==> src/rtl/serial_subtractor.sv <==
// Bit-serial unsigned subtractor: D = A - B mod 2^WIDTH, borrow-out on BO, one bit per clock LSB first.
// Latency: start accepted at edge k -> done pulse between edges k+WIDTH and k+WIDTH+1; busy until k+WIDTH+1.
// Backpressure: start is only accepted in IDLE; it is ignored while busy, so holding it high re-accepts every WIDTH+2 edges.
//
// Ports:
//   clk   - rising-edge clock
//   rst_n - asynchronous active-low reset; abandons any operation in flight
//   start - request a subtraction (sampled in IDLE only)
//   A, B  - minuend / subtrahend, captured on the accepting edge
//   D, BO - registered difference and final borrow, updated only on the done edge
//   busy  - high while an operation is in progress (state != IDLE)
//   done  - one-cycle pulse marking a new D/BO
module serial_subtractor #(
    parameter int WIDTH = 8
) (
    input  logic             clk,
    input  logic             rst_n,
    input  logic             start,
    input  logic [WIDTH-1:0] A,
    input  logic [WIDTH-1:0] B,
    output logic [WIDTH-1:0] D,
    output logic             BO,
    output logic             busy,
    output logic             done
);

    localparam int CW = $clog2(WIDTH + 1);
    localparam logic [CW-1:0] LAST = CW'(WIDTH - 1);

    typedef enum logic [1:0] {
        IDLE,
        RUN,
        DONE
    } state_t;

    state_t           state;
    logic [WIDTH-1:0] a_sh;
    logic [WIDTH-1:0] b_sh;
    logic [WIDTH-1:0] res;
    logic [WIDTH-1:0] res_next;
    logic [CW-1:0]    cnt;
    logic             br;
    logic             d_bit;
    logic             br_next;

    // Full-subtractor cell on the current LSBs. The result register fills from
    // the MSB side, so after WIDTH shifts bit 0 of the difference sits at bit 0.
    // Shift-then-overwrite keeps this legal for WIDTH=1.
    always_comb begin
        d_bit    = a_sh[0] ^ b_sh[0] ^ br;
        br_next  = (~a_sh[0] & b_sh[0]) | (~(a_sh[0] ^ b_sh[0]) & br);
        res_next = res >> 1;
        res_next[WIDTH-1] = d_bit;
    end

    always_ff @(posedge clk or negedge rst_n) begin
        if (!rst_n) begin
            state <= IDLE;
            a_sh  <= '0;
            b_sh  <= '0;
            res   <= '0;
            cnt   <= '0;
            br    <= 1'b0;
            D     <= '0;
            BO    <= 1'b0;
            busy  <= 1'b0;
            done  <= 1'b0;
        end else begin
            case (state)
                IDLE: begin
                    if (start) begin
                        a_sh  <= A;
                        b_sh  <= B;
                        br    <= 1'b0;
                        cnt   <= '0;
                        busy  <= 1'b1;
                        state <= RUN;
                    end
                end
                RUN: begin
                    a_sh <= a_sh >> 1;
                    b_sh <= b_sh >> 1;
                    res  <= res_next;
                    br   <= br_next;
                    cnt  <= cnt + 1'b1;
                    // Publish only once every bit is processed so partial
                    // results never appear on D.
                    if (cnt == LAST) begin
                        D     <= res_next;
                        BO    <= br_next;
                        done  <= 1'b1;
                        state <= DONE;
                    end
                end
                DONE: begin
                    done  <= 1'b0;
                    busy  <= 1'b0;
                    state <= IDLE;
                end
                default: begin
                    done  <= 1'b0;
                    busy  <= 1'b0;
                    state <= IDLE;
                end
            endcase
        end
    end

endmodule

==> config.mk <==
export PLATFORM = sky130hd
export DESIGN_NAME = serial_subtractor
export DESIGN_NICKNAME = d
export VERILOG_FILES = /design/src/rtl/serial_subtractor.sv
export SDC_FILE = /design/constraint.sdc
export NUM_CORES = 1
export LEC_CHECK = 0
export ABC_CLOCK_PERIOD_IN_PS = 1400
export CAP_MARGIN = 10
export CELL_PAD_IN_SITES_DETAIL_PLACEMENT = 0
export CELL_PAD_IN_SITES_GLOBAL_PLACEMENT = 1
export CORE_AREA = 4 4 76 78
export CTS_CLUSTER_SIZE = 8
export DETAILED_ROUTE_END_ITERATION = 12
export DIE_AREA = 0 0 80 82
export GPL_ROUTABILITY_DRIVEN = 0
export PLACE_DENSITY_LB_ADDON = 0.1
export SLEW_MARGIN = 5
export SYNTH_ARGS = -nofsm -noshare
export SYNTH_HDL_FRONTEND = slang
export SYNTH_SLANG_ARGS = --single-unit
export TNS_END_PERCENT = 1
==> constraint.sdc <==
create_clock -name clk -period 1.4 [get_ports clk]
set_clock_uncertainty 0.15 [all_clocks]
set_input_delay 0.21 -clock clk [delete_from_list [all_inputs] [get_ports clk]]
set_output_delay 0.21 -clock clk [all_outputs]
set_load 0.01 [all_outputs]
==> metrics.txt, run 1 <==
Gate Count Post-Synth=about 160; Via density=between 4 and 5; DRT iter0 DRCs=44; Routed Antenna Nets=0; PD cells=2210 mW/mm2; Boundary Pins=30; GRT Residual Overflow=0; Synth cell types=30; fin crit period=1.51 ns; Worst setup startpoint=cnt[1]; status=finished with violations; vias in the first global route=1358; slowest cell delay on critical path=0.36 ns; Comb pwr share=0.461; nets=236; width of the chip=around 80 um; CP max FO=6; Worst Setup End Kind=flop; Worst Hold Class=in2async; Data required, critical path=1.42 ns; clock tree from TritonCTS=yes; syn_area_per_cell=11.3 um2; Initial Util=0.359; switching share of power=0.333; max-slew violation count=0; critical path, cell by cell=ha_2 > nand2_2 > nor3_4 > buf_6 > mux2_4; Layout Cells excl Fill=about 290; CP max-delay cell=dfrtp_1; Clock power frac=0.175; antenna violations before repair=0; worst setup margin=-0.106 ns; FILL cells=just under 500; # DRC=0; vias=about 1300; Die Y=about 80 um; max_cap viols=0; prevailing post-synth register cell=dfrtp_1; Yosys warning total=0; Worst-Skew Late Latency=around 0.29 ns; Port-buffer cells=29; Synth-to-Final Area Change=38.4%; commonest non-fill, non-tap cells in the layout=dfrtp_1 (41), nand2_1 (40), buf_4 (19), clkdlybuf4s50_1 (17), mux2i_1 (16); number of synthesized register bits=41; worst path arrival time=1.53 ns; internal power=3710 uW; H-tree depth=2; total iterations of the first detailed-routing run=4; Post-synth EDFFs=0; Slew headroom=0.874; TritonCTS Buffers=5; Startpoint Class=flop; routed wire length=between 3000 and 4000 um; Die Area=0.00656 mm2; fmax=roughly 660 MHz; post-route setup TNS=-0.858 ns; CP Buf/Inv Count=1; row count=26; final core occ=0.497; Static Leak=~0.0012 uW; crit share post-route=1.08; GRT Total Usage=0.121; DP Cell Count=roughly 270; area of the core=0.00507 mm2; Final Hold Fails=0; Crit Path Class=reg2reg; Clock Sinks=41; violated checks=negative setup slack; WL/cell=12.1 um; maximum VDD drop=680 uV; sequential area share after synthesis=0.563; largest net degree at the start of global routing=42; FF-to-FF Start=cnt[1]; Net Sw Power=1860 uW; Longest Clk Path Bufs=2; Syn Nets=182; Async S/R FF share, synth=1.00; layout cells sized above 1=0.250; worst slew pin tran=around 0.18 ns; commonest non-fill, non-tap cell in the layout=dfrtp_1; crit-path leading delay family=flip-flops; sequential power share=0.363; first-pass GRT wire length=6070 um; ANT cells=0; clk root buf=clkbuf_8; hpwl dp=approximately 2400 um; Final setup viols=12; Mapped Area=0.00182 mm2; CTS clk-pin slew, worst paths=0.08 ns; RSZ-0062 raised after global routing=true
==> synthesized netlist by cell type, types with 2 or more instances <==
library cell,n,area share
o21ai_2,3,0.014
inv_1,6,0.012
nand2_1,41,0.084
mux2i_1,16,0.088
nor2b_1,3,0.010
o21ai_0,7,0.019
buf_12,2,0.022
buf_6,2,0.012
mux2_2,6,0.037
buf_2,2,0.0055
a21oi_1,4,0.011
nor2_1,3,0.0062
mux2_1,2,0.012
dfrtp_1,41,0.56
o21ai_1,8,0.022
==> state kept, by name, summed over array words and instances, names as in the netlist <==
signal / count
D: 8
a_sh: 8
b_sh: 8
res: 7
cnt: 4
state: 2
BO: 1
br: 1
busy: 1
done: 1
==> final timing paths <==
kind / end / slack, ns / depth (start not counted)
max reg2reg: D[3] / -0.11 / 5
max in group asynchronous: done / 0.62 / 3
min in group clk: done / 0.33 / 1
min reg2reg: done / 0.33 / 1
max: D[3] / -0.11 / 5
min: D[5] / 0.28 / 3
==> layer usage <==
| metal | vias to the layer above | GRT usage | routed length (um) |
|---|---|---|---|
| met1 | 600 | 0.138 | 1530 |
| met2 | 25 | 0.215 | 1740 |
| met5 | - | 0 | 0 |
| li1 | 646 | - | - |
| met4 | 0 | 0.0405 | 22 |
| met3 | 4 | 0.0373 | 170 |
==> cell type report <==
| type | count | area, um2 | area share |
|---|---|---|---|
| repair buffers | 56 | 529 | 0.210 |
| inverters | 6 | 22.5 | 0.00893 |
| well taps | 70 | 87.6 | 0.0347 |
| flip-flops and latches | 41 | 1030 | 0.407 |
| clock buffers | 7 | 86.3 | 0.0342 |
| multi-input cells | 105 | 739 | 0.293 |
| clock inverters | 1 | 30.0 | 0.0119 |
==> what timing repair did <==
| item | 4_1_cts | 5_1_grt |
|---|---|---|
| hold buffers | 1 | 0 |
| setup buffers | 3 | 3 |
| resized for setup | 26 | 4 |
| setup endpoints to repair | 35 | 25 |
| hold endpoints to repair | 41 | 0 |
| pin swaps | 2 | 4 |
==> power by group through the flow <==
stage	clock, uW	sequential [uW]	combinational (uW)
after floorplan	0	2100	1510
after global placement	0	2020	2430
after detailed placement	0	2040	2460
after CTS	1020	2030	2550
after global routing	1060	2090	2870
final	976	2030	2570
==> stage by stage <==
| step | setup slack [ns] | total power, uW | instance area (um2) | hold WS (ns) |
|---|---|---|---|---|
| 6_report | -0.106 | 5570 | 2520 | 0.280 |
| 5_1_grt | -0.153 | 6020 | 2520 | 0.311 |
| 4_1_cts | -0.173 | 5600 | 2490 | 0.272 |
| 3_5_place_dp | -0.156 | 4500 | 2300 | 0.0524 |
| 3_3_place_gp | -0.148 | 4450 | 2300 | 0.0482 |
| 2_1_floorplan | -0.184 | 3610 | 1820 | -0.236 |
==> kinds of logic (layout without fill, tap and decap cells) <==
family / after synthesis / count (layout) / share of synthesized area
AND/OR/NAND/NOR: 51 / 51 / 0.124
adder cells (fa/ha/maj): 2 / 2 / 0.0179
AO/OA/AOI/OAI: 28 / 28 / 0.0962
multiplexers: 24 / 24 / 0.137
buffers and inverters: 15 / 70 / 0.0611
flip-flops: 41 / 41 / 0.563
==> worst register-to-register path, delay by kind of cell, from the launching register on <==
kind | cells | cell delay [ns]
flip-flops | 1 | 0.36
multiplexers | 1 | 0.30
AND/OR/NAND/NOR | 2 | 0.23
adder cells (fa/ha/maj) | 1 | 0.19
buffers and inverters | 1 | 0.17
Note: power is estimated with default switching activity, not from simulation.
==> run 2, diff against run 1 <==
--- a/config.mk
+++ b/config.mk
@@ -5,14 +5,14 @@
 export SDC_FILE = /design/constraint.sdc
 export NUM_CORES = 1
 export LEC_CHECK = 0
-export ABC_CLOCK_PERIOD_IN_PS = 1400
+export ABC_CLOCK_PERIOD_IN_PS = 1410
 export CAP_MARGIN = 10
 export CELL_PAD_IN_SITES_DETAIL_PLACEMENT = 0
 export CELL_PAD_IN_SITES_GLOBAL_PLACEMENT = 1
-export CORE_AREA = 4 4 76 78
+export CORE_AREA = 4 4 72 74
 export CTS_CLUSTER_SIZE = 8
 export DETAILED_ROUTE_END_ITERATION = 12
-export DIE_AREA = 0 0 80 82
+export DIE_AREA = 0 0 76 78
 export GPL_ROUTABILITY_DRIVEN = 0
 export PLACE_DENSITY_LB_ADDON = 0.1
 export SLEW_MARGIN = 5
==> constraint.sdc (replaced) <==
create_clock -name clk -period 1.41 [get_ports clk]
set_clock_uncertainty 0.15 [all_clocks]
set_input_delay 0.2115 -clock clk [delete_from_list [all_inputs] [get_ports clk]]
set_output_delay 0.2115 -clock clk [all_outputs]
set_load 0.01 [all_outputs]
==> run 2 against run 1 <==
The run still ends with negative setup slack left. Clock-buffer cell count unchanged. Final cell count down 7.0%. Non-clock buffer count down 4. Die area down 9.6%. Clock power down 2%. Flip-flop and latch count unchanged. Global-route usage up 0.25 points. Via count down 1.1%. First-iteration DRC count down 6.8%. Design area down 2.9%. Setup slack worse by 0.032 ns. Critical endpoint is now D[1].
==> metrics.txt, run 2 (synthesis results as in run 1) <==
row count=25 (-3.8%); clk root buf=clkbuf_8; commonest non-fill, non-tap cells in the layout=dfrtp_1 (41), nand2_1 (40), clkdlybuf4s50_1 (17), buf_4 (16), mux2i_1 (15); status=finished with violations; Slew headroom=0.851 (-0.0230); Worst-Skew Late Latency=0.28 ns (about the same); nets=232 (-1.7%); maximum VDD drop=786 uV (+16%); Static Leak=0.00120 uW (-3.1%); Top Registers=D (8), a_sh (8), b_sh (8); TritonCTS Buffers=5 (unchanged); Longest Clk Path Bufs=2 (unchanged); worst path arrival time=1.57 ns (+0.04 ns); Clock Sinks=41 (unchanged); RSZ-0062 raised after global routing=true; crit share post-route=1.10 (+0.0221); clock tree from TritonCTS=yes; Via density=4.74 (+6.3%); DRT iter0 DRCs=41 (-6.8%); critical path, cell by cell=ha_2 > nand2_2 > nor3_4 > buf_12 > mux2_2; hpwl dp=2460 um (+3.8%); worst hold slack=0.271 ns (-0.00897 ns); fin crit period=1.55 ns (+0.0419 ns); Routed Antenna Nets=0 (unchanged); slowest cell delay on critical path=0.36 ns (about the same); total iterations of the first detailed-routing run=4 (unchanged); Data required, critical path=1.43 ns (about the same); violated checks=negative setup slack; layout cells sized above 1=0.226 (-0.0236); width of the chip=76 um (-5.0%); GRT Residual Overflow=0 (unchanged); GRT Total Usage=0.124 (+0.00252); setup bufs post-CTS=0 (-3); Port-buffer cells=29 (unchanged); worst slew pin tran=0.223 ns (+0.0398 ns); # DRC=0 (unchanged); CP max FO=9 (+3); total power=5430 uW (-2.6%); crit-path leading delay family=flip-flops; Synth-to-Final Area Change=34.3%; CP Buf/Inv Count=1 (unchanged); area of the core=0.00460 mm2 (-9.4%); Crit Path Class=reg2reg; Worst Setup End Kind=flop; Final setup viols=11 (-1); Final Hold Fails=0 (unchanged); first-pass GRT wire length=6060 um (-0.12%); WL/cell=12.8 um (+5.5%); vias=1261 (-1.1%); Worst Hold Class=in2async; Initial Util=0.396 (+0.0372); antenna violations before repair=0 (unchanged); fmax=646 MHz (-2.7%); PD cells=2220 mW/mm2 (+0.38%); vias in the first global route=1320 (-2.8%); max-slew violation count=0 (unchanged); Boundary Pins=30 (unchanged); worst setup margin=-0.138 ns (-0.0319 ns); CP max-delay cell=dfrtp_1; DP Cell Count=257 (-5.2%); routed wire length=3390 um (-1.9%); pre-CTS WS=-0.173 ns (-0.0166 ns); Layout Cells excl Fill=266 (-7.0%); max_cap viols=0 (unchanged); CTS clk-pin slew, worst paths=0.08 ns (about the same); H-tree depth=2 (unchanged); ANT cells=0 (unchanged); commonest non-fill, non-tap cell in the layout=dfrtp_1; Startpoint Class=flop; Die Y=78 um (-4.9%); largest net degree at the start of global routing=42 (unchanged); Die Area=0.00593 mm2 (-9.6%)
## run 2: cell types whose count changed in the layout (fill, tap and decap cells not counted)
cell	change
mux2_2	+6
mux2_1	+2
nor2_2	-1
mux2i_2	+1
buf_6	-2
mux2i_1	-1
nor2_1	+1
mux2_4	-8
buf_4	-3
buf_12	+1
## run 2: final timing paths
check                            start    to  slack, ns  cells past startpoint
max in group asynchronous        rst_n  done       0.64                      3
worst max register to register  cnt[1]  D[1]      -0.14                      5
worst min-delay path             rst_n  D[7]       0.27                      3
min in group clk                  done  done       0.33                      1
worst max-delay path            cnt[1]  D[1]      -0.14                      5
worst min register to register    done  done       0.33                      1
## run 2: stage by stage
stage	area, um2	TNS, ns	utilization
after floorplan	1820	-1.20	-
after global placement	2300	-2.30	0.501
after detailed placement	2300	-3.54	0.501
after CTS	2440	-1.19	0.531
after global routing	2450	-2.38	0.532
final	2450	-1.06	0.532
## run 2: what timing repair did
item / 4_1_cts / 5_1_grt
endpoints found under the setup margin: 37 / 23
gates resized for setup: 17 / 3
hold buffers: 1 / 0
endpoints found under the hold margin: 41 / 0
pin swaps: 0 / 1
## run 2: tightest hold or removal path, cell delays in order
cell           delay, ns
dlygate4sd3_1       0.51
buf_2               0.12
buf_12              0.23
## run 2: per-layer routing
layer / wire length (um) / part of all wire / global-route usage / vias up
met5: 0 / 0 / 0 / -
met3: 130 / 0.038 / 0.0267 / 5
met4: 53 / 0.016 / 0.0480 / 0
li1: - / - / - / 632
met2: 1690 / 0.50 / 0.209 / 24
met1: 1520 / 0.45 / 0.153 / 600
## run 2: final cells by class
class / count / area (um2)
clock buffers: 7 / 86.3
clock inverters: 1 / 30.0
fillers: 415 / 2150
inverters: 6 / 22.5
multi-input cells: 105 / 711
flip-flops and latches: 41 / 1030
well taps: 54 / 67.6
repair buffers: 52 / 504
## run 2: report_power, final
group / total, uW / switching [uW] / internal [uW]
sequential: 2000 / 291 / 1710
combinational: 2470 / 1150 / 1320
clock: 960 / 383 / 577
total: 5430 / 1820 / 3600
